**src/rtl/clock_enable_gen_pkg.sv**
```systemverilog
// ---------------------------------------------------------------------------
// clock_gen_pkg
// Shared constants, the divide-ratio type and the effective-ratio helper for
// the clock_enable_gen block and its channels.
//   N_CH_DEF        : default number of output channels
//   DIV_W_DEF       : default divide-ratio / counter width
//   DEFAULT_DIV_DEF : ratio every channel holds after reset
//   div_t           : divide-ratio type at the default width
//   eff_div()       : maps a programmed ratio of 0 onto 1
// ---------------------------------------------------------------------------
package clock_gen_pkg;

   localparam int N_CH_DEF        = 4;
   localparam int DIV_W_DEF       = 16;
   localparam int DEFAULT_DIV_DEF = 2;

   typedef logic [DIV_W_DEF-1:0] div_t;

   // A programmed ratio of zero would never wrap, so it behaves as divide-by-1.
   function automatic div_t eff_div(input div_t d);
      return (d == '0) ? div_t'(1) : d;
   endfunction

endpackage

```
**src/rtl/clock_enable_gen_if.sv**
```systemverilog
// ---------------------------------------------------------------------------
// clock_enable_gen_if
// Valid/ready configuration channel used to reprogram one divider channel.
//   cfg_valid : request from the master
//   cfg_ready : accept from the slave (transfer on valid && ready at an edge)
//   cfg_ch    : target channel index
//   cfg_div   : new divide ratio
// ---------------------------------------------------------------------------
interface clock_enable_gen_if
   import clock_gen_pkg::*;
#(
   parameter int N_CH  = N_CH_DEF,
   parameter int DIV_W = DIV_W_DEF,
   parameter int CH_W  = (N_CH > 1) ? $clog2(N_CH) : 1
);

   logic             cfg_valid;
   logic             cfg_ready;
   logic [CH_W-1:0]  cfg_ch;
   logic [DIV_W-1:0] cfg_div;

   modport master (output cfg_valid, output cfg_ch, output cfg_div, input cfg_ready);
   modport slave  (input cfg_valid, input cfg_ch, input cfg_div, output cfg_ready);

endinterface

```
**src/rtl/clock_enable_gen_channel.sv**
```systemverilog
// ---------------------------------------------------------------------------
// clock_div_channel
// One divider channel: free-running counter, current and pending ratio,
// registered strobe and square wave, and the "has strobed" seen bit.
//   clk_in, rst_n : fabric clock, synchronous active-low reset
//   resync        : realign counter to zero, apply any pending ratio now
//   load/load_div : accepted config write for this channel
//   ce_out        : one-cycle strobe, period D
//   div_out       : square wave, high floor(D/2) cycles then low ceil(D/2)
//   seen          : channel has strobed since the last disturbance
//   apply         : ratio update takes effect at this edge
//   pend_busy     : an update is waiting for the end of the current period
// ---------------------------------------------------------------------------
module clock_div_channel #(
   parameter int DIV_W       = 16,
   parameter int DEFAULT_DIV = 2
) (
   input  logic             clk_in,
   input  logic             rst_n,
   input  logic             resync,
   input  logic             load,
   input  logic [DIV_W-1:0] load_div,
   output logic             ce_out,
   output logic             div_out,
   output logic             seen,
   output logic             apply,
   output logic             pend_busy
);

   logic [DIV_W-1:0] cnt;
   logic [DIV_W-1:0] cur_div;
   logic [DIV_W-1:0] pend_div;
   logic [DIV_W-1:0] eff;
   logic             pend;
   logic             ce_q;
   logic             div_q;
   logic             seen_q;
   logic             wrap;

   // A ratio of zero is treated as divide-by-1; wrap marks the last count
   // of the current period, the only point where a new ratio may take over.
   assign eff   = (cur_div == '0) ? DIV_W'(1) : cur_div;
   assign wrap  = (cnt == eff - DIV_W'(1));
   assign apply = resync ? (pend | load) : (wrap & pend);

   assign ce_out    = ce_q;
   assign div_out   = div_q;
   assign pend_busy = pend;
   // The strobe currently on the output already counts as seen, so lock can
   // be reported one cycle after the strobe rather than two.
   assign seen      = seen_q | ce_q;

   // Counter, ratio and output registers. Resync realigns everything at
   // once; otherwise a pending ratio is only swapped in at the wrap so the
   // running period always finishes at the old ratio without a short pulse.
   always_ff @(posedge clk_in) begin
      if (!rst_n) begin
         cnt      <= '0;
         cur_div  <= DIV_W'(DEFAULT_DIV);
         pend_div <= '0;
         pend     <= 1'b0;
         ce_q     <= 1'b0;
         div_q    <= 1'b0;
         seen_q   <= 1'b0;
      end else if (resync) begin
         cnt    <= '0;
         ce_q   <= 1'b0;
         div_q  <= 1'b0;
         seen_q <= 1'b0;
         pend   <= 1'b0;
         if (load) begin
            cur_div <= load_div;
         end else if (pend) begin
            cur_div <= pend_div;
         end
      end else begin
         ce_q   <= wrap;
         div_q  <= (cnt < (eff >> 1));
         seen_q <= (wrap && pend) ? 1'b0 : (seen_q | ce_q);
         if (wrap) begin
            cnt <= '0;
            if (pend) begin
               cur_div <= pend_div;
               pend    <= 1'b0;
            end
         end else begin
            cnt <= cnt + DIV_W'(1);
         end
         if (load) begin
            pend     <= 1'b1;
            pend_div <= load_div;
         end
      end
   end

endmodule

```
**src/rtl/clock_enable_gen.sv**
```systemverilog
// ---------------------------------------------------------------------------
// clock_enable_gen
// N_CH independent clock-enable / divided square-wave generators running
// off one fabric clock, with ratios reprogrammable through a valid/ready port.
//   clk_in  : fabric clock
//   rst_n   : synchronous active-low reset
//   cfg     : configuration port (slave side)
//   resync  : realign all channel phases
//   ce_out  : per-channel one-cycle strobe
//   div_out : per-channel divided square wave
//   locked  : every channel has strobed since the last disturbance
// ---------------------------------------------------------------------------
module clock_enable_gen
   import clock_gen_pkg::*;
#(
   parameter int N_CH        = N_CH_DEF,
   parameter int DIV_W       = DIV_W_DEF,
   parameter int DEFAULT_DIV = DEFAULT_DIV_DEF
) (
   input  logic              clk_in,
   input  logic              rst_n,
   clock_enable_gen_if.slave cfg,
   input  logic              resync,
   output logic [N_CH-1:0]   ce_out,
   output logic [N_CH-1:0]   div_out,
   output logic              locked
);

   logic            ready_q;
   logic            locked_q;
   logic            accept;
   logic            ch_in_range;
   logic [N_CH-1:0] load;
   logic [N_CH-1:0] seen;
   logic [N_CH-1:0] apply;
   logic [N_CH-1:0] pend_busy;

   assign cfg.cfg_ready = ready_q;
   assign locked        = locked_q;
   assign accept        = cfg.cfg_valid && ready_q;
   // Out-of-range channel numbers are accepted but steer no channel.
   assign ch_in_range   = (int'(cfg.cfg_ch) < N_CH);

   for (genvar i = 0; i < N_CH; i++) begin : g_ch
      assign load[i] = accept && ch_in_range && (int'(cfg.cfg_ch) == i);

      clock_div_channel #(
         .DIV_W       (DIV_W),
         .DEFAULT_DIV (DEFAULT_DIV)
      ) u_ch (
         .clk_in    (clk_in),
         .rst_n     (rst_n),
         .resync    (resync),
         .load      (load[i]),
         .load_div  (cfg.cfg_div),
         .ce_out    (ce_out[i]),
         .div_out   (div_out[i]),
         .seen      (seen[i]),
         .apply     (apply[i]),
         .pend_busy (pend_busy[i])
      );
   end

   // Only one update may be outstanding: ready drops on a real accept and
   // comes back on the edge where no channel is left holding a pending
   // ratio. Resync applies everything at once, so ready returns immediately.
   always_ff @(posedge clk_in) begin
      if (!rst_n) begin
         ready_q <= 1'b1;
      end else if (resync) begin
         ready_q <= 1'b1;
      end else if (accept && ch_in_range) begin
         ready_q <= 1'b0;
      end else begin
         ready_q <= ~|(pend_busy & ~apply);
      end
   end

   // Lock is the registered AND of every channel's seen bit.
   always_ff @(posedge clk_in) begin
      if (!rst_n || resync) begin
         locked_q <= 1'b0;
      end else begin
         locked_q <= &seen;
      end
   end

endmodule
```
**src/flat_wrapper.sv**
```systemverilog
// flat-port wrapper written by rule: the top's interface ports become plain ports
module clock_enable_gen_flat import clock_gen_pkg::*;
#(
   parameter int N_CH        = N_CH_DEF,
   parameter int DIV_W       = DIV_W_DEF,
   parameter int DEFAULT_DIV = DEFAULT_DIV_DEF
)
  (clk_in, rst_n, resync, ce_out, div_out, locked, cfg_cfg_valid, cfg_cfg_ch, cfg_cfg_div, cfg_cfg_ready);
  clock_enable_gen_if #(.N_CH(N_CH), .DIV_W(DIV_W)) cfg_i ();
  input  logic clk_in;
  input  logic rst_n;
  input  logic resync;
  output logic [N_CH-1:0] ce_out;
  output logic [N_CH-1:0] div_out;
  output logic locked;
  input wire logic [$bits(cfg_i.cfg_valid)-1:0] cfg_cfg_valid;
  input wire logic [$bits(cfg_i.cfg_ch)-1:0] cfg_cfg_ch;
  input wire logic [$bits(cfg_i.cfg_div)-1:0] cfg_cfg_div;
  output wire logic [$bits(cfg_i.cfg_ready)-1:0] cfg_cfg_ready;
  assign cfg_i.cfg_valid = cfg_cfg_valid;
  assign cfg_i.cfg_ch = cfg_cfg_ch;
  assign cfg_i.cfg_div = cfg_cfg_div;
  assign cfg_cfg_ready = cfg_i.cfg_ready;
  clock_enable_gen #(.N_CH(N_CH), .DIV_W(DIV_W), .DEFAULT_DIV(DEFAULT_DIV)) u_core (.clk_in(clk_in), .rst_n(rst_n), .cfg(cfg_i), .resync(resync), .ce_out(ce_out), .div_out(div_out), .locked(locked));
endmodule
```
**config.mk**
```make
export PLATFORM = sky130hd
export DESIGN_NAME = clock_enable_gen_flat
export DESIGN_NICKNAME = d
export VERILOG_FILES = /design/src/rtl/clock_enable_gen_pkg.sv /design/src/rtl/clock_enable_gen_if.sv /design/src/rtl/clock_enable_gen_channel.sv /design/src/rtl/clock_enable_gen.sv /design/src/flat_wrapper.sv
export SDC_FILE = /design/constraint.sdc
export NUM_CORES = 1
export LEC_CHECK = 0
export ABC_AREA = 0
export BUFFER_PORTS_ARGS = -buffer_cell sky130_fd_sc_hd__buf_2
export CORE_MARGIN = 10
export CORE_UTILIZATION = 61
export DETAILED_ROUTE_END_ITERATION = 12
export PLACE_DENSITY = 0.78
export SYNTH_ARGS = -nofsm -noshare
export SYNTH_HDL_FRONTEND = slang
export SYNTH_SLANG_ARGS = --single-unit
```
**constraint.sdc**
```tcl
create_clock -name clk_in -period 9.1 [get_ports clk_in]
set_clock_uncertainty 0.05 [all_clocks]
set_input_delay 0 -clock clk_in [delete_from_list [all_inputs] [get_ports clk_in]]
set_output_delay 0 -clock clk_in [all_outputs]
set_load 0.01 [all_outputs]
```
# == Yosys cells after proc, flatten, opt, wreduce, memory -nomap -nowiden ==
# Cells that the tools add are included.
# totals
register_bits,210
in_bits,22
output_inout_bits,10
elab_cells,138
# classes
addsub,8
n_lt_le_gt_ge,4
n_eq_ne,7
n_mux,33
bitwise,16
reduce_logical,40
# ops
cell,n
$mux 16,20
$add 16x1->16 const B,4
$eq 16x16->1,4
$logic_not 16->1,4
$lt 16x15->1,4
$sub 16x1->16 const B,4
$reduce_or 3->1,8
$reduce_bool 2->1,8
$mux 1,13
$logic_and 1x1->1,9
$or 1x1->1,8
$reduce_and 2->1,4
$and 1x1->1,4
$and 4x4->4,1
$eq 2x2->1 const B,2
$not 4->4,1
$reduce_and 4->1,1
$reduce_or 4->1,1
$eq 2x1->1 const B,1
$logic_not 1->1,2
$logic_not 2->1,1
$not 1->1,2
$reduce_or 2->1,1
$logic_or 1x1->1,1

# == Depth between registers and ports, before layout ==
# depth
depth_word,11
depth_mapped,16
depth_no_buf,13

# == Modules after synthesis ==
# A second synthesis with hierarchy kept.
# hier_totals
hier_cells,1722
area_unflattened_um2,13940.9
# modules_own_cells
mod,instances,cells_each,area_each_um2,seq_area_each_um2
clock_div_channel at u_core.g_ch[1].u_ch ...,2,413,3414.5,1041.0
clock_div_channel at u_core.g_ch[3].u_ch,1,448,3567.2,1041.0
clock_div_channel at u_core.g_ch[0].u_ch,1,431,3393.3,1041.0
clock_enable_gen,1,17,151.4,40.0

# == Worst setup path after synthesis ==
# No wires, ideal clock.
# synth_timing
path_kind,register to register
from,register u_core.g_ch[0].u_ch.cur_div[7]
to,register u_core.g_ch[0].u_ch.cur_div[10]
setup_ns,0.095
arrival_time_ns,3.571
required_time_ns,8.955
path_slack_ns,5.384
stages_incl_launch_ff,17
synth_period_minus_slack_ns,3.716
path_cell_list,dfxtp_1 buf_2 or4_1 clkbuf_1 nor3_1 and2_1 nor2_1 ha_1 xnor2_1 a221oi_1 o211ai_1 nor4_1 nand4_1 o21ai_4 o21ai_2 buf_6 a221oi_1
# synth_via
elab_chain_len,5
# synth_rtl
element,line,text
from (decl),clock_enable_gen_channel.sv:31,logic [DIV_W-1:0] cur_div;
from (signal assigned),clock_enable_gen_channel.sv:59,cur_div <= DIV_W'(DEFAULT_DIV);
from (signal assigned),clock_enable_gen_channel.sv:72,cur_div <= load_div;
from (signal assigned),clock_enable_gen_channel.sv:74,cur_div <= pend_div;
$logic_not 16->1,clock_enable_gen_channel.sv:42,assign eff = (cur_div == '0) ? DIV_W'(1) : cur_div;
$mux 16 (*),clock_enable_gen_channel.sv:42,
$sub 16x1->16 (*),clock_enable_gen_channel.sv:43,assign wrap = (cnt == eff - DIV_W'(1));
$eq 16x16->1 (*),clock_enable_gen_channel.sv:43,
$reduce_bool 2->1 (no source line) (*),n/a,
# Mark *: on every way between the ends. The rest lies on a longest branch, timed or not.
# A chain may end at the register's enable or synchronous reset.

# == Worst setup path after layout ==
# layout_timing
from,register u_core.g_ch[0].u_ch.cur_div[9]
to,register u_core.g_ch[0].u_ch.cur_div[1]
# Same word-level chain as after synthesis.

==> results.py <==
metrics = {
    "timing": {
        "clock.fmax_mhz": 220,
        "maxSlewHeadroom": 0.217,
        "maxSlewViolCount": 0,
        "tightest_slew_ns": 1.17,
        "min_period_ns": 4.54,
        "finalSetupViolations": 0,
        "hold_ws_ns": 0.0529,
        "tns_ns": 0,
        "fin_crit_sh": 0.499,
        "hold_viol": 0,
        "rsz0062_at_grt": "no",
    },
    "floorplan": {
        "initial_core_util": 0.621,
        "row_count": 52,
        "ioPinCount": 32,
        "core_region_area_um2": 20300,
        "die_h_um": 164,
        "dieWidth_um": 164,
        "dieArea_um2": 26800,
    },
    "clock_network": {
        "cts_root_buf": "clkbuf_16",
        "clk_path_buf_depth": 3,
        "cts_buffers": 23,
        "htreeDepth": 1,
        "cts_sinks": 210,
        "cts_tree": "yes",
        "clock_latency_ns": 0.53,
        "clk_pin_slew_ns": 0.06,
    },
    "logic_synthesis": {
        "synth_most_common_cell": "dfxtp_1",
        "synth-seq-cells": 210,
        "synth-seq-area-share": 0.334,
        "synth_cells": 1583,
        "syn_nets": 1669,
        "synthTopCellsByCount": "210 x dfxtp_1, 191 x nand2_1, 152 x nor2_1, 118 x inv_1, 94 x a21oi_1",
        "synth_ff_type": "dfxtp_1",
        "synth.top_cell.area_share": 0.334,
        "synthesis.area_um2": 12600,
        "synth_warnings": 0,
        "synth_cell_types": 77,
        "synth-async-reset-ratio": 0,
        "syn_avg_cell_area_um2": 7.96,
        "synth.area.top_cells": "dfxtp_1 33%, ha_1 6.4%, nand2_1 5.7%",
        "synth_edf_count": 0,
        "yosys.area.top_type": "dfxtp_1",
    },
    "routing": {
        "drt-vias-per-instance": 6.09,
        "wirelength_um": 31300,
        "dr.pass1.iters": 5,
        "drc": 0,
        "num_vias": 11200,
        "drt_iter0_markers": 971,
        "wl_per_cell_um": 17.0,
        "drtAntennaViolNets": 0,
    },
    "min_path": {
        "holdPathStages": 3,
        "hp-class": "in -> reg",
    },
    "placed_design": {
        "io_buffer_count": 31,
        "globalplace.congestion": 0.923,
        "place_hpwl_um": 21500,
    },
    "finish": {
        "area_growth_pct": 7.45,
        "drive_gt1_frac": 0.0920,
        "diodes": 0,
        "fill_cells": 1660,
        "nets": 1636,
    },
    "critical_path": {
        "critPathCaptureType": "flip-flop",
        "start_kind": "flip-flop",
        "critical_path.cell_chain": "or4_1 -> nor3_1 -> and2_1 -> nor2_1 -> ha_1 -> xnor2_1 -> a221oi_1 -> o211ai_1 -> nor4_1 -> nand4_1 -> o21ai_4 -> o21ai_2 -> a221o_1",
        "worst_r2r_path_depth": 13,
        "cp.required_ns": 9.46,
        "cp_slowest_cell": "or4_1",
        "r2r_setup_slack_ns": 4.56,
        "endpoint": "u_core.g_ch[0].u_ch.cur_div[1]",
        "arrival_ns": 4.90,
        "critPathLaunch": "u_core.g_ch[0].u_ch.cur_div[9]",
        "crit_fanout": 17,
        "cp_slowest_stage_delay_ns": 0.70,
        "path_class": "reg -> reg",
        "r2r_end": "u_core.g_ch[0].u_ch.cur_div[1]",
        "r2r-start": "u_core.g_ch[0].u_ch.cur_div[9]",
    },
    "grt": {
        "antenna_found_initial": 0,
        "grt_overflow": 0,
        "grt_max_degree": 82,
        "grt_usage": 0.228,
        "grt_pass1_wl_um": 51800,
        "first_global_vias": 10300,
    },
    "pwr": {
        "power_mw": 2.17,
        "leakagePower_nw": 5.09,
        "power_per_cell_area_nw_per_um2": 161,
        "ir_drop_mv": 0.170,
    },
    "flow_run": {
        "maxCapViolCount": 0,
    },
    "status": {
        "status": "finished, final reports clean",
    },
}
[layout by cell type (no fill, tap or decap), drive strengths merged, types with 40 or more instances in the layout]
cell	synthesis	final
dfxtp	210	210
nand2	191	191
nor2	152	152
inv	119	120
a21oi	97	97
ha	64	64
xnor2	61	61
xor2	54	54
a31oi	52	52
nand3	51	51
o221a	45	45
o21ai	43	43
and3	40	40
[worst max-delay path, delay by kind of cell (launching register included)]
| kind | cells | cell delay (ns) |
|---|---|---|
| AO/OA/AOI/OAI | 5 | 1.66 |
| XOR/XNOR | 1 | 0.13 |
| adder cells (fa/ha/maj) | 1 | 0.32 |
| flip-flops | 1 | 0.34 |
| AND/OR/NAND/NOR | 6 | 1.93 |
[where the power goes]
group | internal [mW] | switching (mW) | total [mW] | leakage (nW)
logic | 0.113 | 0.176 | 0.290 | 3.04
clock network | 0.529 | 0.378 | 0.907 | 0.349
registers | 0.943 | 0.0346 | 0.978 | 1.70
total | 1.59 | 0.589 | 2.17 | 5.09
[worst min-delay path by stage]
stage                    from                         endpoint  slack, ns
6_report                rst_n   u_core.g_ch[2].u_ch.cur_div[1]       0.05
5_1_grt         cfg_cfg_valid    u_core.g_ch[2].u_ch.pend_busy       0.08
4_1_cts         cfg_cfg_valid    u_core.g_ch[0].u_ch.pend_busy       0.03
3_5_place_dp   cfg_cfg_div[1]  u_core.g_ch[1].u_ch.pend_div[1]       0.28
3_3_place_gp   cfg_cfg_div[1]  u_core.g_ch[0].u_ch.pend_div[1]       0.27
2_1_floorplan  cfg_cfg_div[1]  u_core.g_ch[0].u_ch.pend_div[1]       0.09
[repair_timing]
| item | CTS | global route |
|---|---|---|
| hold endpoints to repair | 81 | 0 |
| setup buffers | 0 | 0 |
| hold buffers | 19 | 0 |
| setup endpoints to repair | 0 | 0 |
| resized for setup | 0 | 0 |
[final cells by class]
cell class | count | area, um2 | area share
Multi-Input combinational cell | 1140 | 7440 | 0.549
Sequential cell | 210 | 4200 | 0.311
Clock buffer | 36 | 664 | 0.0491
Inverter | 119 | 447 | 0.0330
Timing Repair Buffer | 56 | 390 | 0.0288
Tap cell | 270 | 338 | 0.0250
Clock inverter | 5 | 56.3 | 0.00416
[per-layer routing]
metal	track usage	part of all wire	up-vias
met3	0.0280	0.068	49
met2	0.375	0.47	347
met5	0	0	-
met1	0.310	0.44	5265
met4	0.0577	0.018	0
li1	-	-	5523
[kinds of logic (layout without fill, tap and decap cells)]
| logic type | Yosys count | count (layout) | synth area share |
|---|---|---|---|
| simple gates | 615 | 615 | 0.241 |
| compound gates | 342 | 342 | 0.202 |
| buf+inv | 233 | 216 | 0.0760 |
| flops | 210 | 210 | 0.334 |
| xor+xnor | 115 | 115 | 0.0799 |
| fa+ha+maj | 64 | 64 | 0.0636 |
| mux | 4 | 4 | 0.00328 |
[through the flow]
| step | instances | utilization | area (um2) | worst slack, ns |
|---|---|---|---|---|
| floorplan | 1583 | - | 12600 | 5.38 |
| global placement | 1776 | 0.622 | 12600 | 4.69 |
| detailed placement | 1776 | 0.622 | 12600 | 4.62 |
| CTS | 1836 | 0.667 | 13500 | 4.61 |
| global route | 1836 | 0.667 | 13500 | 4.19 |
| finish | 1836 | 0.667 | 13500 | 4.56 |
[flip-flops by register name, indices dropped and copies added, names as in the netlist]
register,cells
u_core.g_ch.u_ch.div_out,4
u_core.g_ch.u_ch.cur_div,64
u_core.cfg.cfg_ready,1
u_core.g_ch.u_ch.ce_out,4
u_core.g_ch.u_ch.pend_busy,4
u_core.locked,1
u_core.g_ch.u_ch.pend_div,64
u_core.g_ch.u_ch.cnt,64
u_core.g_ch.u_ch.seen_q,4
(Power assumes the default switching activity.)
